===== config.mk =====
export PLATFORM = sky130hd
export DESIGN_NAME = qspi_target
export DESIGN_NICKNAME = d
export VERILOG_FILES = /design/src/rtl/qspi_target_pkg.sv /design/src/rtl/qspi_sync_edge.sv /design/src/rtl/qspi_target.sv
export SDC_FILE = /design/constraint.sdc
export NUM_CORES = 1
export LEC_CHECK = 0
export ABC_AREA = 1
export BUFFER_PORTS_ARGS = -buffer_cell sky130_fd_sc_hd__buf_2
export CAP_MARGIN = 20
export CORE_MARGIN = 8
export CORE_UTILIZATION = 54
export DETAILED_ROUTE_END_ITERATION = 7
export GPL_ROUTABILITY_DRIVEN = 0
export HOLD_SLACK_MARGIN = 0.02
export PLACE_DENSITY = 0.82
export SLEW_MARGIN = 20
export SYNTH_ARGS = -nofsm -noshare
export SYNTH_HDL_FRONTEND = slang
export SYNTH_HIERARCHICAL = 1
export SYNTH_SLANG_ARGS = --single-unit

===== constraint.sdc =====
create_clock -name h_clk -period 1.68 [get_ports h_clk]
set_clock_uncertainty 0.05 [all_clocks]
set_input_delay 0.336 -clock h_clk [delete_from_list [all_inputs] [get_ports h_clk]]
set_output_delay 0.336 -clock h_clk [all_outputs]
set_load 0.03 [all_outputs]

===== src/rtl/qspi_target_pkg.sv =====
// Shared types and constants for the QSPI target: FSM states, opcodes and nibble helpers.
package qspi_target_pkg;

   typedef enum logic [2:0] {
      ST_IDLE,
      ST_CMD,
      ST_ADDR,
      ST_DUMMY,
      ST_RD_DATA,
      ST_WR_DATA,
      ST_IGNORE,
      ST_STATUS
   } state_e;

   localparam logic [7:0] OP_QREAD  = 8'h6B;
   localparam logic [7:0] OP_QWRITE = 8'h32;
   localparam logic [7:0] OP_RDSR   = 8'h05;

   localparam int unsigned NIB_PER_BYTE = 2;

   function automatic logic [3:0] byte_nibble(input logic [7:0] b, input logic lo_nib);
      return lo_nib ? b[3:0] : b[7:4];
   endfunction

endpackage


===== src/rtl/qspi_sync_edge.sv =====
// Multi-flop synchronizer for a single asynchronous line with one-cycle rise/fall pulses.
module qspi_sync_edge
   import qspi_target_pkg::*;
#(
   parameter int unsigned SYNC_STAGES = 2,
   parameter logic        RST_VAL     = 1'b0
) (
   input  logic h_clk,
   input  logic h_rstn,
   input  logic d_in,
   output logic rise,
   output logic fall
);

   logic [SYNC_STAGES-1:0] sync_q, sync_d;
   logic                   dly_q, dly_d;

   always_comb begin
      sync_d = {sync_q[SYNC_STAGES-2:0], d_in};
      dly_d  = sync_q[SYNC_STAGES-1];
   end

   always_ff @(posedge h_clk or negedge h_rstn) begin
      if (!h_rstn) begin
         sync_q <= {SYNC_STAGES{RST_VAL}};
         dly_q  <= RST_VAL;
      end else begin
         sync_q <= sync_d;
         dly_q  <= dly_d;
      end
   end

   assign rise =  sync_q[SYNC_STAGES-1] & ~dly_q;
   assign fall = ~sync_q[SYNC_STAGES-1] &  dly_q;

endmodule


===== src/rtl/qspi_target.sv =====
// QSPI mode-0 target: oversampled SCLK/CS_n/IO, single-line cmd/addr, quad-width data.
// Define QSPI_TARGET_STATUS_EN to accept opcode 0x05 (read status) with sticky status bits.
module qspi_target
   import qspi_target_pkg::*;
#(
   parameter int unsigned ADDR_W      = 24,
   parameter int unsigned DUMMY_CYC   = 8,
   parameter int unsigned SYNC_STAGES = 2
) (
   input  logic              h_clk,
   input  logic              h_rstn,
   input  logic              sclk_in,
   input  logic              cs_n_in,
   input  logic [3:0]        io_in,
   output logic [3:0]        io_out,
   output logic [3:0]        io_oe,
   output logic              mem_req,
   output logic              mem_we,
   output logic [ADDR_W-1:0] mem_addr,
   output logic [7:0]        mem_wdata,
   input  logic [7:0]        mem_rdata,
   output logic              cmd_err
);

   localparam int unsigned SH_W    = (ADDR_W > 8) ? ADDR_W : 8;
   localparam int unsigned CNT_MAX = (SH_W > DUMMY_CYC) ? SH_W : DUMMY_CYC;
   localparam int unsigned CNT_W   = $clog2(CNT_MAX + 1);

   logic sclk_rise, sclk_fall, cs_rise, cs_fall;

   qspi_sync_edge #(.SYNC_STAGES(SYNC_STAGES), .RST_VAL(1'b0)) u_sclk_sync (
      .h_clk(h_clk), .h_rstn(h_rstn), .d_in(sclk_in), .rise(sclk_rise), .fall(sclk_fall));

   qspi_sync_edge #(.SYNC_STAGES(SYNC_STAGES), .RST_VAL(1'b1)) u_cs_sync (
      .h_clk(h_clk), .h_rstn(h_rstn), .d_in(cs_n_in), .rise(cs_rise), .fall(cs_fall));

   logic [SYNC_STAGES-1:0][3:0] io_sync_q, io_sync_d;
   logic [3:0]                  io_s;

   state_e            state_q, state_d;
   logic [CNT_W-1:0]  bit_cnt_q, bit_cnt_d;
   logic [SH_W-1:0]   shift_q, shift_d, shift_next;
   logic              is_wr_q, is_wr_d;
   logic [ADDR_W-1:0] addr_q, addr_d;
   logic [7:0]        tx_q, tx_d;
   logic              nib_q, nib_d, last_nib;
   logic [3:0]        wr_hi_q, wr_hi_d;
   logic              rd_lat_q, rd_lat_d;
   logic [3:0]        io_out_q, io_out_d, io_oe_q, io_oe_d;
   logic              mem_req_q, mem_req_d, mem_we_q, mem_we_d, cmd_err_q, cmd_err_d;
   logic [ADDR_W-1:0] mem_addr_q, mem_addr_d;
   logic [7:0]        mem_wdata_q, mem_wdata_d;
`ifdef QSPI_TARGET_STATUS_EN
   logic              wr_sticky_q, wr_sticky_d, err_sticky_q, err_sticky_d;
   logic [2:0]        stat_idx_q, stat_idx_d;
   logic [7:0]        status_byte;
   assign status_byte = {6'b0, err_sticky_q, wr_sticky_q};
`endif

   assign io_s       = io_sync_q[SYNC_STAGES-1];
   assign shift_next = {shift_q[SH_W-2:0], io_s[0]};
   assign last_nib   = (32'(nib_q) == NIB_PER_BYTE - 1);

   always_comb begin
      io_sync_d   = {io_sync_q[SYNC_STAGES-2:0], io_in};
      state_d     = state_q;
      bit_cnt_d   = bit_cnt_q;
      shift_d     = shift_q;
      is_wr_d     = is_wr_q;
      addr_d      = addr_q;
      tx_d        = tx_q;
      nib_d       = nib_q;
      wr_hi_d     = wr_hi_q;
      io_out_d    = io_out_q;
      io_oe_d     = io_oe_q;
      mem_req_d   = 1'b0;
      mem_we_d    = mem_we_q;
      mem_addr_d  = mem_addr_q;
      mem_wdata_d = mem_wdata_q;
      cmd_err_d   = 1'b0;
      // Read data lands one cycle after the memory samples the request.
      rd_lat_d    = mem_req_q & ~mem_we_q;
      if (rd_lat_q) tx_d = mem_rdata;
`ifdef QSPI_TARGET_STATUS_EN
      wr_sticky_d  = wr_sticky_q | (mem_req_q & mem_we_q);
      err_sticky_d = err_sticky_q | cmd_err_q;
      stat_idx_d   = stat_idx_q;
`endif
      if (cs_rise) begin
         state_d   = ST_IDLE;
         bit_cnt_d = '0;
         nib_d     = 1'b0;
         io_oe_d   = '0;
         io_out_d  = '0;
         rd_lat_d  = 1'b0;
      end else begin
         case (state_q)
            ST_IDLE: if (cs_fall) begin
               state_d   = ST_CMD;
               bit_cnt_d = '0;
            end
            ST_CMD: if (sclk_rise) begin
               shift_d   = shift_next;
               bit_cnt_d = bit_cnt_q + CNT_W'(1);
               if (bit_cnt_q == CNT_W'(7)) begin
                  bit_cnt_d = '0;
                  if (shift_next[7:0] == OP_QREAD || shift_next[7:0] == OP_QWRITE) begin
                     state_d = ST_ADDR;
                     is_wr_d = (shift_next[7:0] == OP_QWRITE);
                  end
`ifdef QSPI_TARGET_STATUS_EN
                  else if (shift_next[7:0] == OP_RDSR) begin
                     state_d    = ST_STATUS;
                     stat_idx_d = '0;
                  end
`endif
                  else begin
                     cmd_err_d = 1'b1;
                     state_d   = ST_IGNORE;
                  end
               end
            end
            ST_ADDR: if (sclk_rise) begin
               shift_d   = shift_next;
               bit_cnt_d = bit_cnt_q + CNT_W'(1);
               if (bit_cnt_q == CNT_W'(ADDR_W - 1)) begin
                  bit_cnt_d = '0;
                  addr_d    = shift_next[ADDR_W-1:0];
                  nib_d     = 1'b0;
                  state_d   = is_wr_q ? ST_WR_DATA : ST_DUMMY;
               end
            end
            ST_DUMMY: if (sclk_rise) begin
               bit_cnt_d = bit_cnt_q + CNT_W'(1);
               if (bit_cnt_q == CNT_W'(DUMMY_CYC - 1)) begin
                  bit_cnt_d  = '0;
                  mem_req_d  = 1'b1;
                  mem_we_d   = 1'b0;
                  mem_addr_d = addr_q;
                  state_d    = ST_RD_DATA;
               end
            end
            ST_RD_DATA: if (sclk_fall) begin
               io_oe_d  = '1;
               io_out_d = byte_nibble(tx_q, nib_q);
               nib_d    = ~last_nib;
               if (last_nib) begin
                  addr_d     = addr_q + ADDR_W'(1);
                  mem_req_d  = 1'b1;
                  mem_we_d   = 1'b0;
                  mem_addr_d = addr_q + ADDR_W'(1);
               end
            end
            ST_WR_DATA: if (sclk_rise) begin
               nib_d = ~last_nib;
               if (!last_nib) begin
                  wr_hi_d = io_s;
               end else begin
                  mem_req_d   = 1'b1;
                  mem_we_d    = 1'b1;
                  mem_addr_d  = addr_q;
                  mem_wdata_d = {wr_hi_q, io_s};
                  addr_d      = addr_q + ADDR_W'(1);
               end
            end
            ST_STATUS: begin
`ifdef QSPI_TARGET_STATUS_EN
               if (sclk_fall) begin
                  io_oe_d    = 4'b0010;
                  io_out_d   = {2'b00, status_byte[3'd7 - stat_idx_q], 1'b0};
                  stat_idx_d = stat_idx_q + 3'd1;
               end
`endif
            end
            default: ;
         endcase
      end
   end

   always_ff @(posedge h_clk or negedge h_rstn) begin
      if (!h_rstn) begin
         io_sync_q   <= '0;
         state_q     <= ST_IDLE;
         bit_cnt_q   <= '0;
         shift_q     <= '0;
         is_wr_q     <= 1'b0;
         addr_q      <= '0;
         tx_q        <= '0;
         nib_q       <= 1'b0;
         wr_hi_q     <= '0;
         rd_lat_q    <= 1'b0;
         io_out_q    <= '0;
         io_oe_q     <= '0;
         mem_req_q   <= 1'b0;
         mem_we_q    <= 1'b0;
         mem_addr_q  <= '0;
         mem_wdata_q <= '0;
         cmd_err_q   <= 1'b0;
`ifdef QSPI_TARGET_STATUS_EN
         wr_sticky_q  <= 1'b0;
         err_sticky_q <= 1'b0;
         stat_idx_q   <= '0;
`endif
      end else begin
         io_sync_q   <= io_sync_d;
         state_q     <= state_d;
         bit_cnt_q   <= bit_cnt_d;
         shift_q     <= shift_d;
         is_wr_q     <= is_wr_d;
         addr_q      <= addr_d;
         tx_q        <= tx_d;
         nib_q       <= nib_d;
         wr_hi_q     <= wr_hi_d;
         rd_lat_q    <= rd_lat_d;
         io_out_q    <= io_out_d;
         io_oe_q     <= io_oe_d;
         mem_req_q   <= mem_req_d;
         mem_we_q    <= mem_we_d;
         mem_addr_q  <= mem_addr_d;
         mem_wdata_q <= mem_wdata_d;
         cmd_err_q   <= cmd_err_d;
`ifdef QSPI_TARGET_STATUS_EN
         wr_sticky_q  <= wr_sticky_d;
         err_sticky_q <= err_sticky_d;
         stat_idx_q   <= stat_idx_d;
`endif
      end
   end

   assign io_out    = io_out_q;
   assign io_oe     = io_oe_q;
   assign mem_req   = mem_req_q;
   assign mem_we    = mem_we_q;
   assign mem_addr  = mem_addr_q;
   assign mem_wdata = mem_wdata_q;
   assign cmd_err   = cmd_err_q;

endmodule


After elaboration in Yosys (flattened, before gate mapping)
Index checks and enable logic that the tools add are counted.
{"block": "word_totals", "wordCells": 148, "regBits": 127, "in_bits": 16}
{"block": "classes", "muxes": 64, "n_reduce_logical": 21, "addsub": 2, "bitwise": 12, "eq_ne": 27}
{"operator": "$mux W24", "count": 11}
{"operator": "$pmux W24 S3", "count": 2}
{"operator": "$mux W3", "count": 10}
{"operator": "$mux W5", "count": 6}
{"operator": "$mux W4", "count": 7}
{"operator": "$ne A3 B3 Y1 const B", "count": 9}
{"operator": "$add A24 B1 Y24 const B", "count": 1}
{"operator": "$mux W1", "count": 23}
{"operator": "$ne A2 B2 Y1 const B", "count": 8}
{"operator": "$reduce_and A8 Y1", "count": 2}
{"operator": "$pmux W5 S3", "count": 1}
{"operator": "$pmux W3 S4", "count": 1}
{"operator": "$reduce_and A4 Y1", "count": 3}
{"operator": "$reduce_and A5 Y1", "count": 2}
{"operator": "$pmux W1 S3", "count": 3}
{"operator": "$eq A8 B6 Y1 const B", "count": 1}
{"operator": "$eq A8 B7 Y1 const B", "count": 1}
{"operator": "$reduce_bool A4 Y1", "count": 2}
{"operator": "$not A1 Y1", "count": 7}
{"operator": "$eq A3 B2 Y1 const B", "count": 2}
{"operator": "$eq A3 B3 Y1 const B", "count": 2}
{"operator": "$reduce_and A6 Y1", "count": 1}
{"operator": "$reduce_bool A3 Y1", "count": 2}
{"operator": "$add A5 B1 Y5 const B", "count": 1}
{"operator": "12 further kinds", "count": 18}

Longest topological paths before layout
{"block": "depth", "depth_word": 7, "depth_mapped": 12}

Cells and area by module
The synthesis kept the hierarchy.
{"module": "qspi_target", "instances": 1, "area_per_inst_um2": 5979.5, "cells_each": 800}
{"module": "qspi_sync_edge (u_cs_sync)", "instances": 1, "area_per_inst_um2": 93.8, "cells_each": 7}
{"module": "qspi_sync_edge (u_sclk_sync)", "instances": 1, "area_per_inst_um2": 90.1, "cells_each": 7}

Worst setup path after synthesis
No wires, ideal clock.
{"block": "synth_timing", "path_kind": "flip-flop to flip-flop", "from": "register u_cs_sync.sync_q[1]", "to": "register mem_addr_q[18], in the netlist mem_addr[18]", "setup_slack_ns": -0.125, "setup_ns": 0.117, "arrival_time_ns": 1.639, "synth_period_minus_slack_ns": 1.805, "stages_incl_launch_ff": 12, "cell_sequence": "dfstp_2 -> inv_1 -> nor2_1 -> clkbuf_1 -> inv_1 -> nand2_1 -> nor2_1 -> nand2_1 -> buf_2 -> nor2_1 -> nand2_1 -> nand2_1"}
{"block": "synth_via", "elab_chain_len": 3}
{"element": "start: declaration", "line": "qspi_sync_edge.sv:15", "text": "logic [SYNC_STAGES-1:0] sync_q, sync_d;"}
{"element": "start signal: assignment", "line": "qspi_sync_edge.sv:25", "text": "sync_q <= {SYNC_STAGES{RST_VAL}};"}
{"element": "start signal: assignment", "line": "qspi_sync_edge.sv:28", "text": "sync_q <= sync_d;"}
{"element": "$and A1 B1 Y1", "line": "qspi_sync_edge.sv:33", "text": "assign rise = sync_q[SYNC_STAGES-1] & ~dly_q;"}
{"element": "named net cs_rise", "line": "qspi_target.sv:29", "text": "logic sclk_rise, sclk_fall, cs_rise, cs_fall;"}
{"element": "$not A1 Y1 (no line)"}
{"element": "$reduce_and A8 Y1 (no line)"}
{"element": "end signal: assignment", "line": "qspi_target.sv:219", "text": "mem_addr_q <= mem_addr_d;"}
{"element": "end: declaration", "line": "qspi_target.sv:51", "text": "logic [ADDR_W-1:0] mem_addr_q, mem_addr_d;"}
The timed path passes the listed nets, and every way through them passes these cells.
A chain may end at the register's enable or synchronous reset.

Worst setup path in the final report
{"block": "layout_timing", "from": "register bit_cnt_q[1]", "to": "register addr_q[3]"}
{"block": "layout_via", "elab_chain_len": 3}
{"element": "start: declaration", "line": "qspi_target.sv:41", "text": "logic [CNT_W-1:0] bit_cnt_q, bit_cnt_d;"}
{"element": "start signal: assignment", "line": "qspi_target.sv:207", "text": "bit_cnt_q <= bit_cnt_d;"}
{"element": "$eq A5 B5 Y1", "line": "qspi_target.sv:126", "text": "if (bit_cnt_q == CNT_W'(ADDR_W - 1)) begin"}
{"element": "$ne A2 B2 Y1 (no line)"}
{"element": "$reduce_and A6 Y1 (no line)"}
{"element": "end signal: assignment", "line": "qspi_target.sv:210", "text": "addr_q <= addr_d;"}
{"element": "end: declaration", "line": "qspi_target.sv:44", "text": "logic [ADDR_W-1:0] addr_q, addr_d;"}
No other way between the ends.

==> results.sh <==
export IMPL_status="complete, but fails checks"
export IMPL_failed_checks="setup timing"
export IMPL_drtIter0Drc=734
export IMPL_ys_seq_elements=124
export IMPL_crit_slowest_cell="dfrtp_1"
export IMPL_dpl_hpwl_um=10200
export IMPL_cts_clk_slew_worst_paths_ns=0.05
export IMPL_grt_first_pass_wirelength_um=25400
export IMPL_ys_seq_area_share_pct=50.4
export IMPL_avgRoutedWirePerCell_um=16.2
export IMPL_fin_ws_ns=-0.193
export IMPL_synth_fp_nets=832
export IMPL_synth_area_mm2=0.00616
export IMPL_clk_insertion_delay_late_ns=0.43
export IMPL_antenna_cells=0
export IMPL_fill_cells=720
export IMPL_top_layer_used="met4"
export IMPL_setup_worst_path_class="flip-flop to flip-flop"
export IMPL_finalNetCount=961
export IMPL_synth_compound_area_share_pct=7.39
export IMPL_multi_input_area_mm2=0.00292
export IMPL_clock_path_buffers=2
export IMPL_start_kind="flip-flop"
export IMPL_p_per_area_mw_per_mm2=1720
export IMPL_gr_total_overflow=0
export IMPL_rsz0062_at_grt="true"
export IMPL_clkSinkCount=124
export IMPL_rows=39
export IMPL_start_util_pct=54.7
export IMPL_power_leakage_nw=4.16
export IMPL_instances_no_fill=1099
export IMPL_wl_met1_um=7010
export IMPL_cts_root_buf="clkbuf_16"
export IMPL_synthArstFlopShare_pct=100
export IMPL_synth_top_family_by_area="simple AND/OR/NAND/NOR gates"
export IMPL_cts_buffers=17
export IMPL_first_pass_iters=6
export IMPL_fin_crit_ns=1.87
export IMPL_fin_crit_sh_pct=111
export IMPL_clock_fmax_ghz=0.534
export IMPL_antenna_found_initial=0
export IMPL_report_final_slew_viol_count=0
export IMPL_vias=6174
export IMPL_cts_tree="done"
export IMPL_synth_xor_area_share_pct=0.995
export IMPL_slowest_delay_ns=0.36
export IMPL_yosysWarnings=6
export IMPL_io_pins=59
export IMPL_htree_levels=4
export IMPL_path_max_fanout=11
export IMPL_irDropWorstVdd_v=0.00109
export IMPL_ant_nets=0
export IMPL_setup_viol=49
export IMPL_place_inst=1032
export IMPL_synth_cells=814
export IMPL_tightest_slew_ns=0.383
export IMPL_synth_mux_area_share_pct=0.731
export IMPL_yosys_area_share_simple_pct=32.6
export IMPL_ys_flop_type="dfrtp_1"
export IMPL_finalHoldViolCount=0
export IMPL_drv_cap=0
export IMPL_met2_wirelength_um=8380
export IMPL_register_area_mm2=0.00311
export IMPL_vias_per_cell=5.62
export IMPL_setup_tns_ns=-4.26
export IMPL_relSlewSlack_pct=74.5
export IMPL_drive_above_1_share_pct=26.9
export IMPL_crit_arrival_ns=2.15
export IMPL_grt_pass1_vias=5401
export IMPL_synth_avg_cell_area_um2=7.57
export IMPL_fin_util_pct=73.2
export IMPL_worstPathRequired_ns=1.96
export IMPL_grt_usage_pct=21.5
export IMPL_routed_wl_um=17800
export IMPL_port_buffers=58
export IMPL_grt_max_degree=45
export IMPL_drc=0
export IMPL_hold_class="input pin to flip-flop"
export IMPL_die_height_um=123
export IMPL_wl_met3_um=1720
export IMPL_die_w_um=123
export IMPL_synthDistinctLibCells=33
export IMPL_worstPathCellList="ha_2 > nand2_2 > nor2_4 > nand2_2 > nand2_4 > nand3_4 > nor2_4 > buf_12 > buf_12 > nand2_1 > o21ai_0"
export IMPL_end_kind="flip-flop"
export IMPL_synth_edf_count=0
export IMPL_core_mm2=0.0113
export IMPL_area_growth_pct=33.9
export IMPL_synth_fa_ha_area_share_pct=0.406
export IMPL_design_die_area_mm2=0.0151
-- cells in the mapped netlist (all sizes together), types with 2 or more instances --
| cell type | n | area, µm² |
|---|---|---|
| nand2 | 296 | 1130 |
| dfrtp | 121 | 3030 |
| nor2 | 83 | 334 |
| nand3 | 80 | 425 |
| inv | 79 | 297 |
| o21ai | 74 | 374 |
| buf | 22 | 136 |
| a21oi | 12 | 60.1 |
| nor3 | 12 | 60.1 |
| clkbuf | 7 | 26.3 |
| xor2 | 6 | 52.6 |
| mux2 | 4 | 45.0 |
| nand3b | 4 | 30.0 |
| dfstp | 3 | 78.8 |
| ha | 2 | 25.0 |
| nand4 | 2 | 12.5 |
-- power by group --
group,leakage (nW),switching [mW],internal (mW)
combinational,2.24,3.58,2.18
sequential,1.63,0.791,3.88
clock,0.294,1.30,2.44
total,4.16,5.67,8.50
-- sequential cells by signal, indices dropped and copies added (netlist names), 5 cells and up --
register	flops
mem_wdata	8
bit_cnt_q	5
addr_q	24
shift_q	23
tx_q	8
mem_addr	24
-- what timing repair did --
item / 4_1_cts / 5_1_grt
endpoints found under the hold margin: 31 / 0
resized for setup: 18 / 104
setup buffers: 5 / 16
endpoints found under the setup margin: 68 / 90
hold buffers: 7 / 0
gates cloned: 1 / 6
pin swaps: 2 / 24
-- metrics by stage --
stage / area (µm²) / total power, mW / setup WS (ns) / hold slack, ns
floorplan: 6180 / 7.71 / -0.0148 / -0.00959
global placement: 6920 / 9.09 / -0.0525 / 0.232
detailed placement: 6920 / 9.26 / -0.0934 / 0.235
CTS: 7700 / 13.2 / -0.0154 / 0.0656
global route: 8250 / 14.9 / -0.308 / 0.0835
finish: 8250 / 14.2 / -0.193 / 0.0683
-- final cells by class --
cell class / instances / share of cell area [%]
clock buffer: 24 / 5.84
timing repair inverter: 1 / 0.136
timing repair buffer: 138 / 13.6
multi-input combinational: 581 / 35.4
inverter: 80 / 3.70
clock inverter: 8 / 1.43
tap: 143 / 2.17
sequential: 124 / 37.7
-- routing by layer --
layer	vias to the layer above	global-route usage [%]
li1	2837	-
met4	0	10.4
met1	2860	27.8
met3	93	5.70
met2	384	32.8
met5	-	0
-- critical path: cells and delay by family (launching register included) --
kind | cells | cell delay [ns]
adders and majority gates | 1 | 0.20
and+or+nand+nor | 7 | 0.78
AOI/OAI and AO/OA | 1 | 0.10
DFF | 1 | 0.36
buffers and inverters | 2 | 0.28
-- placed cells by master (no fill, tap or decap), drive strengths merged, types with 2 or more instances in the layout --
cell         count
dfstp            3
mux2             4
bufinv           3
ha               2
nor3            12
o21ai           74
nand4            2
dfrtp          121
nand3b           4
inv             79
buf            127
nand3           80
clkinv           6
nand2          296
a21oi           12
clkbuf          27
nor2            83
dlygate4sd3      7
xor2             6
-- final timing paths --
kind / cells past startpoint / from / slack [ns] / endpoint
min in group asynchronous: 2 / h_rstn / 0.33 / mem_wdata[6]
max in group asynchronous: 3 / h_rstn / 0.67 / u_cs_sync/dly_q
worst min register to register: 0 / u_sclk_sync/sync_q[0] / 0.30 / u_sclk_sync/sync_q[1]
worst max register to register: 11 / bit_cnt_q[1] / -0.19 / addr_q[3]
worst max-delay path: 11 / bit_cnt_q[1] / -0.19 / addr_q[3]
worst min-delay path: 3 / mem_rdata[1] / 0.07 / tx_q[1]
-- cells by family (layout without fill, tap and decap cells) --
family | Yosys count | after routing
multiplexers | 4 | 4
XOR/XNOR | 7 | 7
AND/OR/NAND/NOR | 479 | 479
flip-flops | 124 | 124
buffers and inverters | 109 | 251
adder cells (fa/ha/maj) | 2 | 2
AO/OA/AOI/OAI | 89 | 89
Power figures use the tool's default switching activity.
